`src/rtl/rom_loader.sv`:
```
// Boot-time ROM loader: assembles big-endian 16-bit words from a byte stream and strobes them into ROM.
// Optional trailing checksum check is enabled by defining ROM_LOADER_CHECKSUM_EN.
module rom_loader #(
    parameter logic [15:0] ADDR_BASE = 16'h8000,
    parameter int unsigned DEPTH     = 32768
) (
    input  logic        clk,
    input  logic        reset,
    input  logic        start,
    input  logic        abort,
    input  logic [7:0]  rx_data,
    input  logic        rx_valid,
    output logic        rx_ready,
    output logic [15:0] wr_addr,
    output logic [15:0] wr_data,
    output logic        wr_en,
    output logic        write_protect,
    output logic        busy,
    output logic        done,
    output logic        error,
    output logic [15:0] word_count
);

    localparam logic [3:0] ST_IDLE    = 4'd0;
    localparam logic [3:0] ST_LEN_HI  = 4'd1;
    localparam logic [3:0] ST_LEN_LO  = 4'd2;
    localparam logic [3:0] ST_DATA_HI = 4'd3;
    localparam logic [3:0] ST_DATA_LO = 4'd4;
    localparam logic [3:0] ST_WRITE   = 4'd5;
    localparam logic [3:0] ST_DONE    = 4'd8;
    localparam logic [3:0] ST_ERROR   = 4'd9;
`ifdef ROM_LOADER_CHECKSUM_EN
    localparam logic [3:0] ST_CHK_HI  = 4'd6;
    localparam logic [3:0] ST_CHK_LO  = 4'd7;
    localparam logic [3:0] ST_FINAL   = ST_CHK_HI;
`else
    localparam logic [3:0] ST_FINAL   = ST_DONE;
`endif
    localparam logic [16:0] DEPTH_C   = 17'(DEPTH);

    logic [3:0]  state_r, state_nxt_s;
    logic [15:0] len_r, len_nxt_s;
    logic [15:0] addr_r, addr_nxt_s;
    logic [15:0] data_r, data_nxt_s;
    logic [15:0] count_r, count_nxt_s;
    logic        rx_ready_r, rx_ready_nxt_s;
    logic        wr_en_r, wr_en_nxt_s;
    logic        busy_r, busy_nxt_s;
    logic        wp_r;
    logic        done_r, done_nxt_s;
    logic        error_r, error_nxt_s;
    logic        accept_s;
    logic [15:0] len_lo_s;
`ifdef ROM_LOADER_CHECKSUM_EN
    logic [15:0] sum_r, sum_nxt_s;
    logic [7:0]  chk_hi_r, chk_hi_nxt_s;
`endif

    assign accept_s = rx_valid && rx_ready_r;
    assign len_lo_s = {len_r[15:8], rx_data};

    // Next-state and datapath update; busy_r gates start and abort.
    always_comb begin
        state_nxt_s = state_r;
        len_nxt_s   = len_r;
        addr_nxt_s  = addr_r;
        data_nxt_s  = data_r;
        count_nxt_s = count_r;
`ifdef ROM_LOADER_CHECKSUM_EN
        sum_nxt_s    = sum_r;
        chk_hi_nxt_s = chk_hi_r;
`endif
        if (!busy_r) begin
            if (start) begin
                state_nxt_s = ST_LEN_HI;
                count_nxt_s = 16'd0;
                addr_nxt_s  = ADDR_BASE;
`ifdef ROM_LOADER_CHECKSUM_EN
                sum_nxt_s   = 16'd0;
`endif
            end else begin
                state_nxt_s = state_r;
            end
        end else if (abort) begin
            // A strobe already on the bus is sampled at this edge, so account for it.
            if (state_r == ST_WRITE) begin
                count_nxt_s = count_r + 16'd1;
                addr_nxt_s  = addr_r + 16'd1;
`ifdef ROM_LOADER_CHECKSUM_EN
                sum_nxt_s   = sum_r + data_r;
`endif
            end else begin
                count_nxt_s = count_r;
            end
            state_nxt_s = ST_ERROR;
        end else begin
            case (state_r)
                ST_LEN_HI: begin
                    if (accept_s) begin
                        len_nxt_s   = {rx_data, len_r[7:0]};
                        state_nxt_s = ST_LEN_LO;
                    end else begin
                        state_nxt_s = ST_LEN_HI;
                    end
                end
                ST_LEN_LO: begin
                    if (accept_s) begin
                        len_nxt_s = len_lo_s;
                        if (len_lo_s == 16'd0) begin
                            state_nxt_s = ST_FINAL;
                        end else if ({1'b0, len_lo_s} > DEPTH_C) begin
                            state_nxt_s = ST_ERROR;
                        end else begin
                            state_nxt_s = ST_DATA_HI;
                        end
                    end else begin
                        state_nxt_s = ST_LEN_LO;
                    end
                end
                ST_DATA_HI: begin
                    if (accept_s) begin
                        data_nxt_s  = {rx_data, data_r[7:0]};
                        state_nxt_s = ST_DATA_LO;
                    end else begin
                        state_nxt_s = ST_DATA_HI;
                    end
                end
                ST_DATA_LO: begin
                    if (accept_s) begin
                        data_nxt_s  = {data_r[15:8], rx_data};
                        state_nxt_s = ST_WRITE;
                    end else begin
                        state_nxt_s = ST_DATA_LO;
                    end
                end
                ST_WRITE: begin
                    count_nxt_s = count_r + 16'd1;
                    addr_nxt_s  = addr_r + 16'd1;
`ifdef ROM_LOADER_CHECKSUM_EN
                    sum_nxt_s   = sum_r + data_r;
`endif
                    if (16'(count_r + 16'd1) == len_r) begin
                        state_nxt_s = ST_FINAL;
                    end else begin
                        state_nxt_s = ST_DATA_HI;
                    end
                end
`ifdef ROM_LOADER_CHECKSUM_EN
                ST_CHK_HI: begin
                    if (accept_s) begin
                        chk_hi_nxt_s = rx_data;
                        state_nxt_s  = ST_CHK_LO;
                    end else begin
                        state_nxt_s  = ST_CHK_HI;
                    end
                end
                ST_CHK_LO: begin
                    if (accept_s) begin
                        if ({chk_hi_r, rx_data} == sum_r) begin
                            state_nxt_s = ST_DONE;
                        end else begin
                            state_nxt_s = ST_ERROR;
                        end
                    end else begin
                        state_nxt_s = ST_CHK_LO;
                    end
                end
`endif
                default: state_nxt_s = ST_ERROR;
            endcase
        end
    end

    // Decode registered status outputs from the upcoming state.
    always_comb begin
        rx_ready_nxt_s = 1'b0;
        wr_en_nxt_s    = 1'b0;
        busy_nxt_s     = 1'b1;
        done_nxt_s     = 1'b0;
        error_nxt_s    = 1'b0;
        case (state_nxt_s)
            ST_LEN_HI, ST_LEN_LO, ST_DATA_HI, ST_DATA_LO: rx_ready_nxt_s = 1'b1;
`ifdef ROM_LOADER_CHECKSUM_EN
            ST_CHK_HI, ST_CHK_LO: rx_ready_nxt_s = 1'b1;
`endif
            ST_WRITE: wr_en_nxt_s = 1'b1;
            ST_DONE: begin
                busy_nxt_s = 1'b0;
                done_nxt_s = 1'b1;
            end
            ST_ERROR: begin
                busy_nxt_s  = 1'b0;
                error_nxt_s = 1'b1;
            end
            default: busy_nxt_s = 1'b0;
        endcase
    end

    // State and output registers with synchronous active-low reset.
    always_ff @(posedge clk) begin
        if (!reset) begin
            state_r    <= ST_IDLE;
            len_r      <= 16'd0;
            addr_r     <= ADDR_BASE;
            data_r     <= 16'd0;
            count_r    <= 16'd0;
            rx_ready_r <= 1'b0;
            wr_en_r    <= 1'b0;
            busy_r     <= 1'b0;
            wp_r       <= 1'b1;
            done_r     <= 1'b0;
            error_r    <= 1'b0;
`ifdef ROM_LOADER_CHECKSUM_EN
            sum_r      <= 16'd0;
            chk_hi_r   <= 8'd0;
`endif
        end else begin
            state_r    <= state_nxt_s;
            len_r      <= len_nxt_s;
            addr_r     <= addr_nxt_s;
            data_r     <= data_nxt_s;
            count_r    <= count_nxt_s;
            rx_ready_r <= rx_ready_nxt_s;
            wr_en_r    <= wr_en_nxt_s;
            busy_r     <= busy_nxt_s;
            wp_r       <= !busy_nxt_s;
            done_r     <= done_nxt_s;
            error_r    <= error_nxt_s;
`ifdef ROM_LOADER_CHECKSUM_EN
            sum_r      <= sum_nxt_s;
            chk_hi_r   <= chk_hi_nxt_s;
`endif
        end
    end

    assign rx_ready      = rx_ready_r;
    assign wr_addr       = addr_r;
    assign wr_data       = data_r;
    assign wr_en         = wr_en_r;
    assign write_protect = wp_r;
    assign busy          = busy_r;
    assign done          = done_r;
    assign error         = error_r;
    assign word_count    = count_r;

endmodule

```
`config.mk`:
```
export PLATFORM = sky130hd
export DESIGN_NAME = rom_loader
export DESIGN_NICKNAME = d
export VERILOG_FILES = /design/src/rtl/rom_loader.sv
export SDC_FILE = /design/constraint.sdc
export NUM_CORES = 1
export LEC_CHECK = 0
export ABC_AREA = 1
export BUFFER_PORTS_ARGS = -buffer_cell sky130_fd_sc_hd__buf_2
export CORE_MARGIN = 1.5
export CORE_UTILIZATION = 46
export CTS_BUF_LIST = sky130_fd_sc_hd__clkbuf_4 sky130_fd_sc_hd__clkbuf_8
export DETAILED_ROUTE_END_ITERATION = 7
export GPL_TIMING_DRIVEN = 0
export HOLD_SLACK_MARGIN = 0.03
export PLACE_DENSITY = 0.68
export REMOVE_ABC_BUFFERS = 1
export SYNTH_ARGS = -nofsm -noshare
export SYNTH_HDL_FRONTEND = slang
export SYNTH_SLANG_ARGS = --single-unit
```
`constraint.sdc`:
```
create_clock -name clk -period 2.9 [get_ports clk]
set_clock_uncertainty 0.05 [all_clocks]
set_input_delay 0.29 -clock clk [delete_from_list [all_inputs] [get_ports clk]]
set_output_delay 0.29 -clock clk [all_outputs]
set_load 0.01 [all_outputs]
```
# [Yosys cells after proc, flatten, opt, wreduce, memory -nomap -nowiden]
# Cells that the tools add are included.
[op_classes] n_addsub=2 n_lt_le_gt_ge=1 reduce_logical=11 mux=26 eq_ne=14 bitwise_logic=5
[ops] cell="$mux 16" count=7
[ops] cell="$pmux 16 s2" count=2
[ops] cell="$add 16x1->16 const B" count=2
[ops] cell="$mux 4" count=7
[ops] cell="$pmux 4 s5" count=1
[ops] cell="$reduce_and 5->1" count=4
[ops] cell="$eq 16x16->1" count=1
[ops] cell="$eq 4x2->1 const B" count=4
[ops] cell="$eq 4x3->1 const B" count=4
[ops] cell="$gt 16x16->1 const B" count=1
[ops] cell="$logic_not 16->1" count=1
[ops] cell="$eq 4x1->1 const B" count=2
[ops] cell="$eq 4x4->1 const B" count=2
[ops] cell="$mux 8" count=1
[ops] cell="$mux 1" count=6
[ops] cell="$not 1->1" count=5
[ops] cell="$reduce_or 5->1" count=1
[ops] cell="$reduce_or 4->1" count=1
[ops] cell="$mux 3" count=1
[ops] cell="$mux 2" count=1
[ops] cell="$ne 2x1->1 const B" count=1
[ops] cell="$reduce_and 2->1" count=1
[ops] cell="$reduce_bool 2->1" count=1
[ops] cell="$logic_and 1x1->1" count=1
[ops] cell="$logic_not 1->1" count=1
[totals] ff_bits=74 output_inout_bits=54 wordCells=72

# [Depth between registers and ports, before layout]
# Gate-level depths: netlist of run 1.
[depth] ltp_word=11 mapped_depth=20 ltp_nobuf=20

# [Worst setup path after synthesis of run 1]
# Ideal clock, no wire load.
[synth_timing] kind="reg-to-reg" from="reg count_r[0], in the netlist word_count[0]" to="reg wp_r, in the netlist write_protect" stages_incl_launch_ff=19 path_slack_ns=0.692 arrival_ns=2.038 n_path_buf=0 setup_ns=0.120 cell_sequence="dfxtp_1 -> ha_1 -> nand3_2 -> nor2_4 -> nand2_1 -> nand2_1 -> nand2_1 -> nand2_1 -> nand3_1 -> nor2_1 -> nand3_1 -> nand2_2 -> nand2_2 -> nand2_4 -> nand2_4 -> nor2_2 -> nand2_1 -> nand3_2 -> nand2_2"
[synth_via] elab_chain_cells=10
[synth_lines] element="start, declared" line_no="45" rtl="logic [15:0] count_r, count_nxt_s;"
[synth_lines] element="start signal, assigned" line_no="222" rtl="count_r <= count_nxt_s;"
[synth_lines] element="$add 16x1->16 *" line_no="142" rtl="if (16'(count_r + 16'd1) == len_r) begin"
[synth_lines] element="$eq 16x16->1 *" line_no="142"
[synth_lines] element="$mux 4 *" line_no="142"
[synth_lines] element="$pmux 4 s5 *" line_no="97" rtl="case (state_r)"
[synth_lines] element="$mux 4 *" line_no="84" rtl="end else if (abort) begin"
[synth_lines] element="$mux 4 *" line_no="73" rtl="if (!busy_r) begin"
[synth_lines] element="$eq 4x3->1, or another cell as far along" line_no="181" rtl="case (state_nxt_s)"
[synth_lines] element="$reduce_or 5->1 (no source line) *"
[synth_lines] element="$mux 1 *" line_no="181"
[synth_lines] element="$logic_not 1->1 *" line_no="226" rtl="wp_r <= !busy_nxt_s;"
[synth_lines] element="end signal, assigned" line_no="226"
[synth_lines] element="end, declared" line_no="49" rtl="logic wp_r;"
# Every way passes the cells marked *; elsewhere a longest branch is shown, timed or not.
# A chain may end at the register's enable or synchronous reset.

# [Worst setup path after layout of run 1]
[layout_timing] from="reg count_r[0], in the netlist word_count[0]" to="reg rx_ready_r, in the netlist rx_ready"
[layout_via] elab_chain_cells=9
[layout_lines] element="$add 16x1->16 *" line_no="142"
[layout_lines] element="$eq 16x16->1 *" line_no="142"
[layout_lines] element="$mux 4 *" line_no="142"
[layout_lines] element="$pmux 4 s5 *" line_no="97"
[layout_lines] element="$mux 4 *" line_no="84"
[layout_lines] element="$mux 4 *" line_no="73"
[layout_lines] element="$eq 4x1->1, or another cell as far along" line_no="181"
[layout_lines] element="$reduce_or 4->1 *" line_no="181"
[layout_lines] element="$mux 1 *" line_no="181"
[layout_lines] element="end signal, assigned" line_no="223" rtl="rx_ready_r <= rx_ready_nxt_s;"
[layout_lines] element="end, declared" line_no="46" rtl="logic rx_ready_r, rx_ready_nxt_s;"
# Marked as above.

==> results of run 1 <==
==> flip-flops by register name, summed over array words and instances, names as in the netlist, 4 cells and up <==
register / flops
word_count: 16
wr_data: 16
wr_addr: 16
len_r: 16
state_r: 4
==> path summary, 6_finish.rpt <==
| check | start | slack (ns) | to |
|---|---|---|---|
| setup / recovery | word_count[0] | 0.20 | rx_ready |
| hold / removal | rx_data[6] | 0.19 | wr_data[14] |
| setup reg to reg | word_count[0] | 0.20 | rx_ready |
| hold reg to reg | word_count[15] | 0.44 | word_count[15] |
==> cells in the mapped netlist, types with 3 or more instances <==
library cell and number:
nand2_1 144, dfxtp_1 74, inv_1 72, nor2_1 68, a21oi_1 63, nand3_1 60
o21ai_0 38, nor3_1 14, clkbuf_1 13, nand4_1 12, nand2_2 7, nor2_2 4
nor2_4 4, inv_2 3, nand2_4 3, nand3b_1 3
==> area by class of cell <==
class / count / area [µm²] / area share
multi-input cells: 441 / 2120 / 0.461
flip-flops and latches: 74 / 1480 / 0.322
repair buffers: 66 / 330 / 0.0719
inverters: 76 / 285 / 0.0621
well taps: 105 / 131 / 0.0286
clock buffers: 9 / 124 / 0.0270
clock inverters: 7 / 124 / 0.0270
==> through the flow <==
stage | std cells | setup slack, ns | instance area [µm²]
floorplan | 591 | 0.695 | 3890
global placement | 762 | 0.317 | 4350
detailed placement | 762 | 0.243 | 4350
CTS | 778 | 0.212 | 4600
global route | 778 | 0.0183 | 4600
finish | 778 | 0.204 | 4600
==> power by group <==
group | switching [mW] | internal, mW
Sequential | 0.00712 | 1.03
Combinational | 0.0978 | 0.0387
Clock | 0.429 | 0.579
Total | 0.534 | 1.65
==> cell families (layout without fill, tap and decap cells) <==
group	count (synthesis)	after routing	synth area share
xor gates and xnor gates	3	3	0.00667
DFF	74	74	0.376
and+or+nand+nor	327	327	0.380
AOI/OAI and AO/OA	109	109	0.144
buffers and inverters	90	158	0.0861
adders and majority gates	2	2	0.00635
==> worst min-delay path: stages <==
cell	delay [ns]
buf_2	0.09
a21oi_1	0.05
nor3_1	0.11
==> layer usage <==
metal / vias to the layer above / global-route usage / routed length, µm
met5: - / 0 / 0
met4: 0 / 0.0784 / 189
met3: 24 / 0.0494 / 578
met2: 135 / 0.367 / 4580
met1: 1852 / 0.312 / 4760
li1: 2097 / - / -
==> results by group, run 1 <==
Floorplanning
  • DIE AREA: between 9000 and 10000 µm²
  • Core area: around 8300 µm²
  • Die H: about 96 µm
  • Effective utilization at floorplan: 0.477
  • # IOs: between 60 and 70
  • Die W: between 90 and 100 µm
  • FP Rows: 33

Clock network
  • Clk buf depth: 2
  • H-tree level count: 3
  • CTS Hold Buffers Added: 0
  • Latest clock arrival within the worst-skew pair: between 0.3 and 0.4 ns
  • Clock buffer count from CTS: 9
  • Clock transition at the registers of the reported paths: 0.08 ns
  • CTS resizes: 0
  • Setup Fix Bufs, Post-CTS: 0
  • Clk sinks: 74
  • CTS tree: yes
  • Root Buffer: clkbuf_8

Timing
  • Slew Limit Headroom: 0.299
  • F_max: about 370 MHz
  • Worst slew pin tran: ~1.1 ns
  • Hold slack: 0.187 ns
  • Crit path time final: 2.70 ns
  • Fin crit share: 0.930
  • Final hold vios: 0
  • TNS Setup: 0 ns
  • Setup repair after global routing missed its margin: no
  • Setup Viol. Count Final: 0
  • Max-slew violation count: 0

GRT
  • Grt ovf: 0
  • Maximum number of pins on one net before global-route repair: 34
  • Initial antenna violation count: 0
  • First-pass GRT wire length: approximately 17000 µm
  • Gr usage total: 0.232
  • Number of global-route vias before repair: around 3600

Worst setup path
  • Data arrival, critical path: ~2.8 ns
  • Crit path depth: 18
  • CP Max Fanout: 7
  • Slowest CP cell: dfxtp_1
  • Cell family contributing the most delay on the critical path: simple AND/OR/NAND/NOR gates
  • Crit-path most repeated cell: nand2_1
  • R2R cell count: 18
  • Cell Chain, Critical Path: ha_1 > nand3_2 > nor2_4 > nand2_1 > nand2_1 > nand2_1 > nand2_1 > nand3_1 > nor2_1 > nand3_1 > nand2_2 > nand2_2 > nand2_4 > nand2_4 > nor2_2 > inv_1 > nand2_1 > a21oi_1
  • CP Data Required Time: just over 3 ns
  • Critical path class: reg -> reg
  • Worst path max stage delay: around 0.49 ns
  • CP Buf/Inv Count: 1
  • Critical path launch point type: flip-flop
  • Endpoint type of the worst setup path: flip-flop

Logic synthesis
  • Top-area cell type share of the netlist area: 0.376
  • Ys Warns: 0
  • Post-synthesis async set-or-reset flop share: 0
  • Number of flops mapped to enable cells by yosys: 0
  • Mean Syn Cell Area: 6.51 µm²
  • Yosys reg bits: 74
  • Ys flop type: dfxtp_1
  • Mapped cell area: 3940 µm²
  • Fraction of the yosys area taken by sequential cells: 0.376
  • Yosys top cell by area: dfxtp_1
  • Top cells by area, synth: dfxtp_1, nand2_1, a21oi_1, nand3_1, inv_1
  • Count of cell types in the netlist: 35
  • Synth Instances: 605

Pwr
  • Pleak: 2.06 nW
  • Max VDD drop: between 300 and 400 µV
  • Final Total Pwr: roughly 2.2 mW
  • Power per Cell Area: 474 nW/µm²

Final layout
  • Ant. Diodes: 0
  • Ratio of cells with drive above 1 in the final layout: 0.166
  • FILL cells: between 800 and 900
  • Most frequent cells in the layout: nand2_1, dfxtp_1, inv_1, nor2_1, buf_2
  • Area delta synth->final: 16.6%
  • Commonest non-fill, non-tap cell in the layout: nand2_1
  • NumNets Final: just under 700
  • Final Core Density: 0.557

Placement
  • Post-DP HPWL: about 7400 µm
  • PortBufs: 66
  • Gpl congestion: 0.854

Route
  • Vias per cell: ~5.3
  • Vias post-DR: 4108
  • DRT iter0 DRCs: 230
  • Final WL: around 10000 µm
  • ANT nets after route: 0
  • Avg WL per Cell: 13.0 µm
  • DRC: 0
  • DRT Pass-1 Iters: 5

Worst hold path
  • Worst hold stages: 3
  • Worst hold path type: in -> reg

Outcome
  • Status: complete, no violations

Job
  • Max Cap Viol: 0
(Power assumes the default switching activity.)
==> run 2, diff against run 1 <==
- PLACE_DENSITY: 0.68 -> 0.67
==> run 2 against run 1 <==
Against the previous run: sequential power is essentially flat; critical path depth is the same; core utilization is essentially flat; non-clock buffer count is the same; routed wire length shrank 0.49%; die area is the same; worst setup slack gained 0.14 ns; power shrank 0.20%; sequential share of layout area is essentially flat; combinational power is essentially flat; clock-buffer cell count is the same.
==> results by group, run 2 (synthesis gave the netlist of run 1 again) <==
Clock network
  • H-tree level count: 3 (unchanged)
  • Clk sinks: 74 (unchanged)
  • Clock buffer count from CTS: 9 (unchanged)
  • Latest clock arrival within the worst-skew pair: 0.37 ns (was 0.36 ns)
  • Clk buf depth: 2 (unchanged)
  • Clock transition at the registers of the reported paths: 0.08 ns (about the same)
  • Root Buffer: clkbuf_8 (unchanged)
  • CTS tree: yes (unchanged)

GRT
  • First-pass GRT wire length: 16800 µm (was 16500 µm)
  • Maximum number of pins on one net before global-route repair: 34 (unchanged)
  • Initial antenna violation count: 0 (unchanged)
  • Gr usage total: 0.234 (was 0.232)
  • Number of global-route vias before repair: 3726 (was 3631)
  • Grt ovf: 0 (unchanged)

Final layout
  • Area delta synth->final: 16.7% (was 16.6%)
  • NumNets Final: 683 (unchanged)
  • Ant. Diodes: 0 (unchanged)
  • Commonest non-fill, non-tap cell in the layout: nand2_1 (unchanged)
  • Ratio of cells with drive above 1 in the final layout: 0.168 (was 0.166)
  • Final instance area: 4600 µm² (about the same)
  • Most frequent cells in the layout: nand2_1, dfxtp_1, inv_1, nor2_1, buf_2 (unchanged)
  • FILL cells: 827 (was 863)

Floorplanning
  • # IOs: 67 (unchanged)
  • Die W: 95.6 µm (unchanged)
  • FP Rows: 33 (unchanged)
  • Effective utilization at floorplan: 0.477 (unchanged)
  • Die H: 95.6 µm (unchanged)
  • Core area: 8260 µm² (unchanged)
  • DIE AREA: 9130 µm² (unchanged)

Timing
  • TNS Setup: 0 ns (unchanged)
  • F_max: 391 MHz (was 371 MHz)
  • Slew Limit Headroom: 0.273 (was 0.299)
  • Setup repair after global routing missed its margin: no (unchanged)
  • Max-slew violation count: 0 (unchanged)
  • Setup Viol. Count Final: 0 (unchanged)
  • Worst slew pin tran: 1.09 ns (was 1.05 ns)
  • Crit path time final: 2.56 ns (was 2.70 ns)
  • Fin crit share: 0.883 (was 0.930)
  • Final hold vios: 0 (unchanged)

Route
  • DRC: 0 (unchanged)
  • DRT iter0 DRCs: 210 (was 230)
  • Vias per cell: 5.17 (was 5.28)
  • Avg WL per Cell: 12.9 µm (was 13.0 µm)
  • DRT Pass-1 Iters: 5 (unchanged)
  • ANT nets after route: 0 (unchanged)
  • Vias post-DR: 4025 (was 4108)
  • Final WL: 10100 µm (about the same)

Worst setup path
  • CP Max Fanout: 7 (unchanged)
  • R2R cell count: 18 (unchanged)
  • Worst R2R End: rx_ready (unchanged)
  • CP Data Required Time: 3.04 ns (was 3.03 ns)
  • Critical path class: reg -> reg (unchanged)
  • Data arrival, critical path: 2.70 ns (was 2.83 ns)
  • FF-to-FF Start: word_count[0] (unchanged)
  • R2R setup slack: 0.34 ns (was 0.20 ns)
  • Endpoint type of the worst setup path: flip-flop (unchanged)
  • Critical path launch point type: flip-flop (unchanged)

Worst hold path
  • Min-delay src: rx_data[6] (unchanged)
  • Hold endpoint: wr_data[14] (unchanged)
  • Worst hold stages: 3 (unchanged)
  • Worst hold path type: in -> reg (unchanged)

Outcome
  • Status: complete, no violations (unchanged)

Placement
  • PortBufs: 66 (unchanged)
  • Gpl congestion: 0.864 (was 0.854)
  • Post-DP HPWL: 7250 µm (was 7390 µm)
  • Area after DPL: 4350 µm² (unchanged)

Pwr
  • Pleak: 2.06 nW (about the same)
  • Max VDD drop: 299 µV (was 383 µV)
  • Power per Cell Area: 473 nW/µm² (was 474 nW/µm²)

Job
  • Max Cap Viol: 0 (unchanged)
run 2: cell counts in the layout (fill, tap and decap cells not counted):
No cell type changed its count.
run 2: metrics by stage:
stage / hold WS, ns / total power, mW / setup slack [ns] / util / cells
finish: 0.182 / 2.17 / 0.339 / 0.557 / 778
global route: 0.198 / 2.25 / 0.0893 / 0.557 / 778
CTS: 0.184 / 2.19 / 0.223 / 0.557 / 778
detailed placement: 0.429 / 1.20 / 0.266 / 0.527 / 762
global placement: 0.416 / 1.19 / 0.306 / 0.527 / 762
floorplan: 0.328 / 1.14 / 0.695 / - / 591
run 2: layer usage:
metal | global-route usage | share of wire | wire length, µm
met2 | 0.394 | 0.46 | 4650
met4 | 0.0821 | 0.013 | 133
met5 | 0 | 0 | 0
met3 | 0.0375 | 0.046 | 464
met1 | 0.301 | 0.48 | 4810
run 2: cell type report:
type | count | area [µm²] | share of cell area
multi-input combinational | 441 | 2120 | 0.461
sequential | 74 | 1480 | 0.323
timing repair buffer | 66 | 330 | 0.0719
inverter | 76 | 285 | 0.0621
tap | 105 | 131 | 0.0286
clock buffer | 9 | 124 | 0.0269
clock inverter | 7 | 124 | 0.0269
run 2: worst max path at each step:
stage,start,end,slack (ns),cells past startpoint
after floorplan,word_count[0],write_protect,0.69,18
after global placement,word_count[0],write_protect,0.31,18
after detailed placement,word_count[0],write_protect,0.27,18
after CTS,word_count[0],rx_ready,0.22,18
after global routing,word_count[1],rx_ready,0.09,17
final,word_count[0],rx_ready,0.34,18
run 2: report_power, final:
| part | total (mW) | internal (mW) | switching, mW | leakage [nW] |
|---|---|---|---|---|
| Sequential | 1.04 | 1.03 | 0.00777 | 0.598 |
| Combinational | 0.137 | 0.0387 | 0.0987 | 1.34 |
| Clock | 1.00 | 0.579 | 0.424 | 0.120 |
run 2: repair_timing:
| item | CTS | global route |
|---|---|---|
| hold buffers | 0 | 0 |
| setup buffers | 0 | 0 |
| hold endpoints to repair | 0 | 0 |
| setup endpoints to repair | 0 | 3 |
| gates resized for setup | 0 | 1 |
run 2: worst max-delay path, stage by stage, from the launching register on:
cell and delay (ns):
dfxtp_2 0.42, ha_1 0.27, nand3_2 0.15, nor2_4 0.20, nand2_1 0.12, nand2_1 0.12, nand2_1 0.06, nand2_1 0.05
nand3_1 0.07, nor2_1 0.15, nand3_1 0.13, nand2_2 0.12, nand2_2 0.08, nand2_4 0.07, nand2_4 0.06, nor2_2 0.09
inv_1 0.06, nand2_1 0.05, a21oi_1 0.06
